`config.mk`:
```
export PLATFORM = sky130hd
export DESIGN_NAME = wrr_arbiter
export DESIGN_NICKNAME = d
export VERILOG_FILES = /design/src/rtl/wrr_arbiter.sv
export SDC_FILE = /design/constraint.sdc
export NUM_CORES = 1
export LEC_CHECK = 0
export CAP_MARGIN = 20
export CORE_ASPECT_RATIO = 1.2
export CORE_UTILIZATION = 37
export DETAILED_ROUTE_END_ITERATION = 10
export GPL_TIMING_DRIVEN = 0
export PLACE_DENSITY = 0.67
export RECOVER_POWER = 25
export SYNTH_ARGS = -nofsm -noshare
export SYNTH_HDL_FRONTEND = slang
export SYNTH_SLANG_ARGS = --single-unit
```
`constraint.sdc`:
```
create_clock -name clk -period 2.9 [get_ports clk]
set_input_delay 0.29 -clock clk [delete_from_list [all_inputs] [get_ports clk]]
set_output_delay 0.29 -clock clk [all_outputs]
set_load 0.05 [all_outputs]
```
`src/rtl/wrr_arbiter.sv`:
```
// Weighted round-robin arbiter with multi-cycle grant ownership and grant lock.
// A requester that wins keeps the resource for up to weight+1 cycles. It keeps it
// indefinitely while lock is high. The grant, owner index and valid are all registered.
module wrr_arbiter #(
    parameter int N  = 4,
    parameter int WW = 4
) (
    input  logic                  clk,
    input  logic                  rst,
    input  logic [N-1:0]          req,
    input  logic [N*WW-1:0]       weight,
    input  logic                  lock,
    output logic [N-1:0]          gnt,
    output logic [$clog2(N)-1:0]  gnt_id,
    output logic                  valid
);

    localparam int IW = $clog2(N);

    typedef enum logic {
        IDLE  = 1'b0,
        GRANT = 1'b1
    } state_t;

    state_t          state_q, state_d;
    logic [IW-1:0]   ptr_q, ptr_d;
    logic [WW-1:0]   credit_q, credit_d;
    logic [N-1:0]    gnt_q, gnt_d;
    logic [IW-1:0]   gnt_id_q, gnt_id_d;
    logic            valid_q, valid_d;

    logic            start_grant;
    logic [IW-1:0]   search_from;
    logic [IW-1:0]   winner;

    // Successor index with explicit wrap, so non-power-of-two N never reaches index N.
    function automatic logic [IW-1:0] next_idx(input logic [IW-1:0] k);
        return (k == IW'(N - 1)) ? '0 : k + IW'(1);
    endfunction

    // First requester at or after start, walking all N positions with wrap.
    function automatic logic [IW-1:0] arb(input logic [N-1:0] r, input logic [IW-1:0] start);
        logic [IW-1:0] idx;
        logic          found;
        arb   = start;
        idx   = start;
        found = 1'b0;
        for (int o = 0; o < N; o++) begin
            if (!found && r[idx]) begin
                arb   = idx;
                found = 1'b1;
            end
            idx = next_idx(idx);
        end
    endfunction

    // Burst credit of requester k, sampled only at the moment its grant starts.
    function automatic logic [WW-1:0] weight_of(input logic [N*WW-1:0] w, input logic [IW-1:0] k);
        return w[int'(k)*WW +: WW];
    endfunction

    // Next-state decision: release beats lock, lock beats credit, empty credit rotates.
    always_comb begin
        state_d     = state_q;
        ptr_d       = ptr_q;
        credit_d    = credit_q;
        gnt_d       = gnt_q;
        gnt_id_d    = gnt_id_q;
        valid_d     = valid_q;
        start_grant = 1'b0;
        search_from = ptr_q;
        winner      = '0;

        unique case (state_q)
            IDLE: begin
                if (|req) begin
                    start_grant = 1'b1;
                    search_from = ptr_q;
                end
            end
            GRANT: begin
                if (!req[gnt_id_q]) begin
                    ptr_d = next_idx(gnt_id_q);
                    if (|req) begin
                        start_grant = 1'b1;
                        search_from = next_idx(gnt_id_q);
                    end else begin
                        state_d  = IDLE;
                        gnt_d    = '0;
                        gnt_id_d = '0;
                        valid_d  = 1'b0;
                        credit_d = '0;
                    end
                end else if (lock) begin
                    credit_d = credit_q;
                end else if (credit_q != '0) begin
                    credit_d = credit_q - WW'(1);
                end else begin
                    ptr_d       = next_idx(gnt_id_q);
                    start_grant = 1'b1;
                    search_from = next_idx(gnt_id_q);
                end
            end
            default: begin
                state_d = IDLE;
            end
        endcase

        if (start_grant) begin
            winner   = arb(req, search_from);
            state_d  = GRANT;
            gnt_d    = N'(1) << winner;
            gnt_id_d = winner;
            valid_d  = 1'b1;
            credit_d = weight_of(weight, winner);
        end
    end

    // State and registered outputs, cleared synchronously by rst.
    always_ff @(posedge clk) begin
        if (rst) begin
            state_q  <= IDLE;
            ptr_q    <= '0;
            credit_q <= '0;
            gnt_q    <= '0;
            gnt_id_q <= '0;
            valid_q  <= 1'b0;
        end else begin
            state_q  <= state_d;
            ptr_q    <= ptr_d;
            credit_q <= credit_d;
            gnt_q    <= gnt_d;
            gnt_id_q <= gnt_id_d;
            valid_q  <= valid_d;
        end
    end

    assign gnt    = gnt_q;
    assign gnt_id = gnt_id_q;
    assign valid  = valid_q;

endmodule

```
Yosys cells after proc, flatten, opt, wreduce, memory -nomap -nowiden
Cells that the tools add are included.
W data, S select, Z words.

word-level totals
  input port bits = 23
  register bits = 14
  output and inout bits = 7
  logic and storage cells = 94

operators by class
  mux-type cells = 55
  bitwise operators = 1
  equal/unequal tests = 9
  shift operators = 2
  magnitude comparators = 5
  reductions and logical operators = 11
  add/subtract/negate cells = 5

operators with widths
  kind                   number
  $mux W4                9
  $mux W2                17
  $mux W1                22
  $shiftx A16 B5 Y4      1
  $lt A2 B3 Y1 const B   5
  $bmux W1 S2            5
  $add A2 B1 Y2 const B  4
  $eq A2 B2 Y1 const B   4
  $ne A3 B3 Y1 const B   2
  $ne A2 B2 Y1 const B   2
  $pmux W2 S2            1
  $reduce_and A4 Y1      1
  $reduce_bool A4 Y1     1
  $reduce_or A4 Y1       1
  $shl A1 B2 Y4 const A  1
  $sub A4 B1 Y4 const B  1
  $logic_and A1 B1 Y1    3
  $logic_not A1 Y1       3
  $ne A3 B2 Y1 const B   1
  $reduce_and A3 Y1      1
  $pmux W1 S2            1
  $reduce_bool A2 Y1     1
  $not A1 Y1             1

Logic depth before layout (Yosys ltp)
Gate-level depths: netlist of run 1.

  depth in word-level cells = 24
  depth in mapped cells = 11
  depth with buffers taken out = 10

Worst setup path before layout of run 1
No wires, ideal clock.

  path type = register to register
  start point = register gnt_id_q[0], in the netlist gnt_id[0]
  end point = register credit_q[1]
  data required time = 2.827 ns
  cell stages (with the launch flop) = 9
  clock period less this slack = 3.157 ns
  setup slack = -0.257 ns
  library setup time = 0.073 ns
  buffers on the path = 0
  arrival = 3.084 ns
  path through = dfxtp_1 > mux4_2 > or2_4 > and3_4 > or4b_4 > a31oi_4 > nand2_4 > o221a_1 > nor3_2

between the ends
  word-level cells in the longest chain between the ends = 24
  elaborated cells between the ends (all ways) = 54
  those cells by class = add/sub: 4; eq/ne: 7; shift: 1; mux: 34; reduce/logical: 8

ends and longest elaborated chain
  item                                                    RTL line  text
  start: declaration                                      29        logic [IW-1:0] gnt_id_q, gnt_id_d;
  start signal: assignment                                133       gnt_id_q <= gnt_id_d;
  branches (longest 24 deep; another with $add A2 B1 Y2)  n/a
  end signal: assignment                                  131       credit_q <= credit_d;
  end: declaration                                        27        logic [WW-1:0] credit_q, credit_d;

Parallel ways; which one is timed is not known. The select of a mux whose other input is x is not followed.
A chain may end at the register's enable or synchronous reset.

Worst setup path after layout of run 1
Same ends and word-level chain as after synthesis.

==> results.py, run 1 <==
metrics = {
    "sta": {
        "fmax_ghz": 0.355,
        "maxSlewViolCount": 0,
        "maxSlewHeadroom_pct": 49.3,
        "finalSetupViolations": 0,
        "tightest_slew_ns": 0.752,
        "hold_viol_final": 0,
        "fin_skew_ns": 0.00164,
        "period_share_pct": 97.1,
        "whs_ns": 0.330,
        "tns_ns": 0,
        "final.min_clock_period_ns": 2.82,
        "final.setup.worst_slack_ns": 0.0841,
    },
    "drt": {
        "drtIter0Drc": 33,
        "routed-via-count": 1061,
        "vias_per_cell": 5.50,
        "first_pass_iters": 4,
        "drcViolationCount": 0,
        "antenna_left": 0,
        "wl_per_cell_um": 13.6,
        "routed_wirelength_mm": 2.63,
    },
    "clocking": {
        "tritoncts": "yes",
        "numCtsBuffers": 3,
        "htree_levels": 1,
        "clk_pin_slew_ns": 0.08,
        "cts_buffer_depth": 2,
        "clk_latency_ns": 0.29,
        "cts_sinks": 14,
        "root_buffer": "clkbuf_4",
        "ctsHoldBuffers": 0,
    },
    "layout": {
        "antenna_cells": 0,
        "final_cells": 193,
        "syn_to_final_growth_pct": 47.3,
        "nNetsFinal": 187,
        "final.fill_count": 247,
        "drive_above_1_share_pct": 26.3,
    },
    "run": {
        "maxCapViolCount": 0,
    },
    "global_routing": {
        "track_usage_pct": 17.6,
        "grt_pass1_vias": 955,
        "grt_start_max_net_pins": 11,
        "grt_overflow": 0,
        "antenna_found_initial": 0,
        "grt_pass1_wl_mm": 4.08,
    },
    "placement": {
        "dp_hpwl_mm": 1.94,
        "placed_cells": 179,
        "place_ws_ns": -0.640,
        "finalWeightedCongestion": 0.841,
        "port-buffer-count": 28,
    },
    "floorplan": {
        "io_pins": 30,
        "core-area_mm2": 0.00260,
        "die_w_um": 50.7,
        "die_area_mm2": 0.00306,
        "dieHeight_um": 60.4,
        "start_util_pct": 40.4,
        "fp-row-count": 20,
    },
    "yosys": {
        "synth_top_cell_by_area": "dfxtp_1",
        "ys_warn_count": 0,
        "ys_ff_latch": 14,
        "synth.area.top_cells": "dfxtp_1 27%, mux2i_1 10%, nor2_1 6.4%, ha_1 3.6%, a21oi_1 2.9%",
        "yosys-top-cells-count": "18 x nor2_1, 14 x dfxtp_1, 11 x mux2i_1",
        "synth_area_per_cell_um2": 8.91,
        "async_reset_ff_share_pct": 0,
        "synth.distinct_cells": 46,
        "ys.flop_type": "dfxtp_1",
        "synth_area_mm2": 0.00105,
        "syn_inst": 118,
        "yosysSeqAreaShare_pct": 26.7,
        "synth_top_area_share_pct": 26.7,
        "yosysMostFrequentCell": "nor2_1",
        "synth_nets": 144,
        "synth-edff-count": 0,
    },
    "min_path": {
        "min_path_cells": 3,
        "worstHoldStart": "req[2]",
        "hold_class": "primary input to flip-flop",
    },
    "power_and_ir_drop": {
        "p_leak_nw": 0.604,
        "cellPowerDensity_mw_per_mm2": 641,
        "ir_drop_mv": 0.390,
    },
    "setup_path": {
        "rr_worst_depth": 8,
        "cp_max_fo": 5,
        "rr_startpoint": "gnt_id[0]$_SDFFE_PP0P_",
        "crit_type": "flip-flop to flip-flop",
        "cp_data_required_time_ns": 3.12,
        "arrival_ns": 3.03,
        "crit_start": "gnt_id[0]$_SDFFE_PP0P_",
        "critPathLaunchType": "flip-flop",
        "cp-end-kind": "flip-flop",
    },
    "outcome": {
        "status": "finished, final reports clean",
    },
}
-- repair_timing --
item,in CTS,in global routing
gates cloned,0,0
pin swaps,3,8
resized for setup,6,10
buffers inserted,6,4
endpoints found under the setup margin,7,9
hold endpoints to repair,0,0
-- per-layer routing --
layer | routed length [um] | vias to the layer above | track usage (%)
li1 | - | 528 | -
met4 | 29 | 0 | 4.76
met1 | 1130 | 497 | 19.5
met5 | 0 | - | 0
met3 | 140 | 2 | 2.76
met2 | 1330 | 34 | 34.7
-- through the flow --
stage	utilization (%)	cell area [um2]	total power, mW
3_3_place_gp	52.9	1380	0.748
6_report	59.5	1550	0.992
2_1_floorplan	-	1050	0.631
5_1_grt	59.5	1550	1.05
4_1_cts	56.9	1480	0.950
3_5_place_dp	52.9	1380	0.754
-- registers in the layout (all words and copies together) (netlist names) --
register,count
state_q,1
credit_q,4
ptr_q,2
gnt,4
valid,1
gnt_id,2
-- where the power goes --
group | internal [mW] | total [mW] | switching (mW)
registers | 0.233 | 0.270 | 0.0362
logic | 0.292 | 0.580 | 0.288
clock network | 0.0766 | 0.143 | 0.0661
total | 0.602 | 0.992 | 0.390
-- cells by family after synthesis --
| kind of cell | synth area share (%) |
|---|---|
| buffers and inverters | 4.29 |
| muxes | 13.7 |
| AOI/OAI and AO/OA | 25.2 |
| xor gates and xnor gates | 1.67 |
| adders and majority gates | 3.57 |
| DFF | 26.7 |
| and+or+nand+nor | 24.9 |
-- worst max-delay path: stages, from the launching register on --
cell	delay (ns)
dfxtp_4	0.36
mux4_2	0.58
or2_4	0.27
and3_4	0.19
or4b_4	0.54
a31oi_4	0.27
nand2_4	0.11
o221a_1	0.29
nor3_2	0.14
-- path summary, 6_finish.rpt --
path,endpoint,slack [ns]
min,state_q$_SDFF_PP0_,0.33
max,credit_q[1]$_SDFFE_PP0P_,0.08
max reg2reg,credit_q[1]$_SDFFE_PP0P_,0.08
min reg2reg,gnt[2]$_SDFFE_PP0P_,0.47
-- layout by cell type (no fill, tap or decap), drive strengths merged, types with 2 or more instances in the layout --
cell type,Yosys,routed
inv,5,5
nand2,6,6
a2bb2oi,2,2
and3,2,2
xnor2,2,2
nor2,18,18
o21ai,5,5
dlygate4sd3,0,5
nand3,3,3
or4b,2,2
o21a,3,3
a31oi,2,2
a21oi,6,6
nor4b,2,2
nor3,4,4
dlygate4sd2,0,3
buf,2,12
ha,3,3
clkdlybuf4s50,0,20
o221a,2,2
dfxtp,14,14
a211oi,2,2
nand2b,2,2
mux2i,11,11
clkbuf,1,5
or2b,2,2
-- final cells by class --
class	count	area [um2]	area share, %
timing repair buffer	38	364	23.5
buffer	3	26.3	1.70
sequential	14	287	18.5
inverter	5	18.8	1.21
tap	33	41.3	2.67
clock buffer	4	36.3	2.34
multi-input combinational	96	774	50.0
(Power assumes the default switching activity.)
==> inputs of run 2 (changes only) <==
--- a/config.mk
+++ b/config.mk
@@ -7,11 +7,14 @@
 export LEC_CHECK = 0
 export CAP_MARGIN = 20
 export CORE_ASPECT_RATIO = 1.2
+export CORE_MARGIN = 5
 export CORE_UTILIZATION = 37
+export CTS_CLUSTER_SIZE = 10
 export DETAILED_ROUTE_END_ITERATION = 10
 export GPL_TIMING_DRIVEN = 0
 export PLACE_DENSITY = 0.67
 export RECOVER_POWER = 25
+export SLEW_MARGIN = 20
 export SYNTH_ARGS = -nofsm -noshare
 export SYNTH_HDL_FRONTEND = slang
 export SYNTH_SLANG_ARGS = --single-unit
==> run 2 against run 1 <==
  * Setup slack worse by 0.014 ns
  * Critical path depth unchanged
  * Clock-buffer cell count unchanged
  * Wire length grew 9.4%
  * Non-clock buffer count is 1 higher
  * First-iteration DRC count grew 6.1%
  * Utilization down 2.8 points
  * Die area rose by 31%
  * Power grew 1.9%
  * Design area increased by 1.1%
  * Combinational power grew 3%
  * Highest routed layer unchanged
==> results.py, run 2 (synthesized netlist as in run 1, its figures left out) <==
metrics = {
    "global_routing": {
        "grt_pass1_wl_mm": 4.57,
        "track_usage_pct": 14.0,
        "grt_pass1_vias": 1112,
        "grt_start_max_net_pins": 11,
        "grt_overflow": 0,
        "antenna_found_initial": 0,
    },
    "floorplan": {
        "start_util_pct": 38.1,
        "die_area_mm2": 0.00401,
        "die_w_um": 58.7,
        "io_pins": 30,
        "core-area_mm2": 0.00276,
        "fp-row-count": 21,
        "dieHeight_um": 68.4,
    },
    "drt": {
        "drtIter0Drc": 35,
        "routed_wirelength_mm": 2.87,
        "antenna_left": 0,
        "routed-via-count": 1098,
        "wl_per_cell_um": 14.7,
        "first_pass_iters": 4,
        "drcViolationCount": 0,
        "vias_per_cell": 5.63,
    },
    "clocking": {
        "clk_pin_slew_ns": 0.08,
        "numCtsBuffers": 3,
        "tritoncts": "yes",
        "root_buffer": "clkbuf_4",
        "clk_latency_ns": 0.28,
        "cts_sinks": 14,
        "cts_buffer_depth": 2,
        "htree_levels": 1,
    },
    "sta": {
        "fmax_ghz": 0.353,
        "period_share_pct": 97.6,
        "maxSlewHeadroom_pct": 53.6,
        "final.min_clock_period_ns": 2.83,
        "whs_ns": 0.328,
        "maxSlewViolCount": 0,
        "tightest_slew_ns": 0.688,
        "hold_viol_final": 0,
        "fin_skew_ns": 0.00208,
        "finalSetupViolations": 0,
        "final.setup.worst_slack_ns": 0.0698,
    },
    "layout": {
        "final_common_cell": "clkdlybuf4s50_1",
        "final.fill_count": 261,
        "drive_above_1_share_pct": 25.5,
        "antenna_cells": 0,
        "syn_to_final_growth_pct": 48.8,
        "most-common-layout-cells": "20 x clkdlybuf4s50_1, 18 x nor2_1, 12 x dfxtp_1",
        "nNetsFinal": 188,
        "final_cells": 195,
    },
    "placement": {
        "port-buffer-count": 28,
        "place_ws_ns": -0.577,
        "placed_cells": 180,
        "finalWeightedCongestion": 0.875,
        "dp_hpwl_mm": 2.05,
    },
    "outcome": {
        "status": "finished, final reports clean",
    },
    "setup_path": {
        "arrival_ns": 3.04,
        "cp_max_fo": 5,
        "cp-end-kind": "flip-flop",
        "cp_data_required_time_ns": 3.11,
        "crit_type": "flip-flop to flip-flop",
        "critPathLaunchType": "flip-flop",
    },
    "power_and_ir_drop": {
        "ir_drop_mv": 0.321,
        "p_leak_nw": 0.611,
        "cellPowerDensity_mw_per_mm2": 646,
    },
    "run": {
        "maxCapViolCount": 0,
    },
    "min_path": {
        "hold_class": "primary input to flip-flop",
    },
}
==> run 2: cell types whose count changed in the layout (fill, tap and decap cells not counted), sizes merged <==
cell	previous run	this run
buf	12	13
==> run 2: per-stage QoR <==
step                      util, %  TNS (ns)  power, mW  cell area (um2)
after floorplan                 -         0      0.631             1050
after global placement       49.9     -3.47      0.752             1380
after detailed placement     49.9     -3.55      0.758             1380
after CTS                    53.3         0      0.942             1470
after global routing         56.7   -0.0679       1.07             1560
final                        56.7         0       1.01             1560
==> run 2: timing repair <==
action | CTS | global route
buffers inserted | 5 | 6
gates cloned | 0 | 0
setup endpoints to repair | 6 | 7
hold buffers | 0 | 0
endpoints found under the hold margin | 0 | 0
resized for setup | 8 | 9
pin swaps | 3 | 7
==> run 2: final cells by class <==
cell class / instances / area [um2] / share of cell area (%)
flip-flops and latches: 14 / 288 / 18.4
clock buffers: 4 / 36.3 / 2.32
plain buffers: 3 / 26.3 / 1.68
well taps: 34 / 42.5 / 2.72
repair buffers: 39 / 372 / 23.8
inverters: 5 / 21.3 / 1.36
multi-input cells: 96 / 778 / 49.8
==> run 2: worst max-delay path, stage by stage (launching register included) <==
cell and delay [ns]:
dfxtp_4 0.37, mux4_2 0.57, or2_4 0.28, and3_4 0.19, or4b_4 0.54, a31oi_4 0.27, nand2_4 0.10, o221a_1 0.30
nor3_2 0.14
==> run 2: metal layers <==
| metal | track usage [%] | share of wire (%) |
|---|---|---|
| met1 | 15.9 | 42 |
| met2 | 25.1 | 49 |
| met3 | 3.77 | 7.7 |
| met4 | 5.10 | 1.5 |
| met5 | 0 | 0 |
==> run 2: worst paths after layout <==
kind | end | slack [ns] | start | cells after the start
max | credit_q[2]$_SDFFE_PP0P_ | 0.07 | gnt_id[0]$_SDFFE_PP0P_ | 8
min | state_q$_SDFF_PP0_ | 0.33 | req[2] | 3
max reg2reg | credit_q[2]$_SDFFE_PP0P_ | 0.07 | gnt_id[0]$_SDFFE_PP0P_ | 8
min reg2reg | gnt[2]$_SDFFE_PP0P_ | 0.47 | gnt[2]$_SDFFE_PP0P_ | 2
==> run 2: where the power goes <==
group          internal [mW]  leakage (nW)  switching (mW)  total (mW)
Sequential             0.234         0.117          0.0406       0.275
Clock                 0.0764        0.0210          0.0633       0.140
Combinational          0.301         0.473           0.296       0.597
==> inputs of run 3 (changes only) <==
--- a/config.mk
+++ b/config.mk
@@ -9,6 +9,7 @@
 export CORE_ASPECT_RATIO = 1.2
 export CORE_MARGIN = 5
 export CORE_UTILIZATION = 37
+export CTS_CLUSTER_DIAMETER = 120
 export CTS_CLUSTER_SIZE = 10
 export DETAILED_ROUTE_END_ITERATION = 10
 export GPL_TIMING_DRIVEN = 0
==> results of run 3 <==
No change in the layout: final DEF, timing and power equal those of run 2.
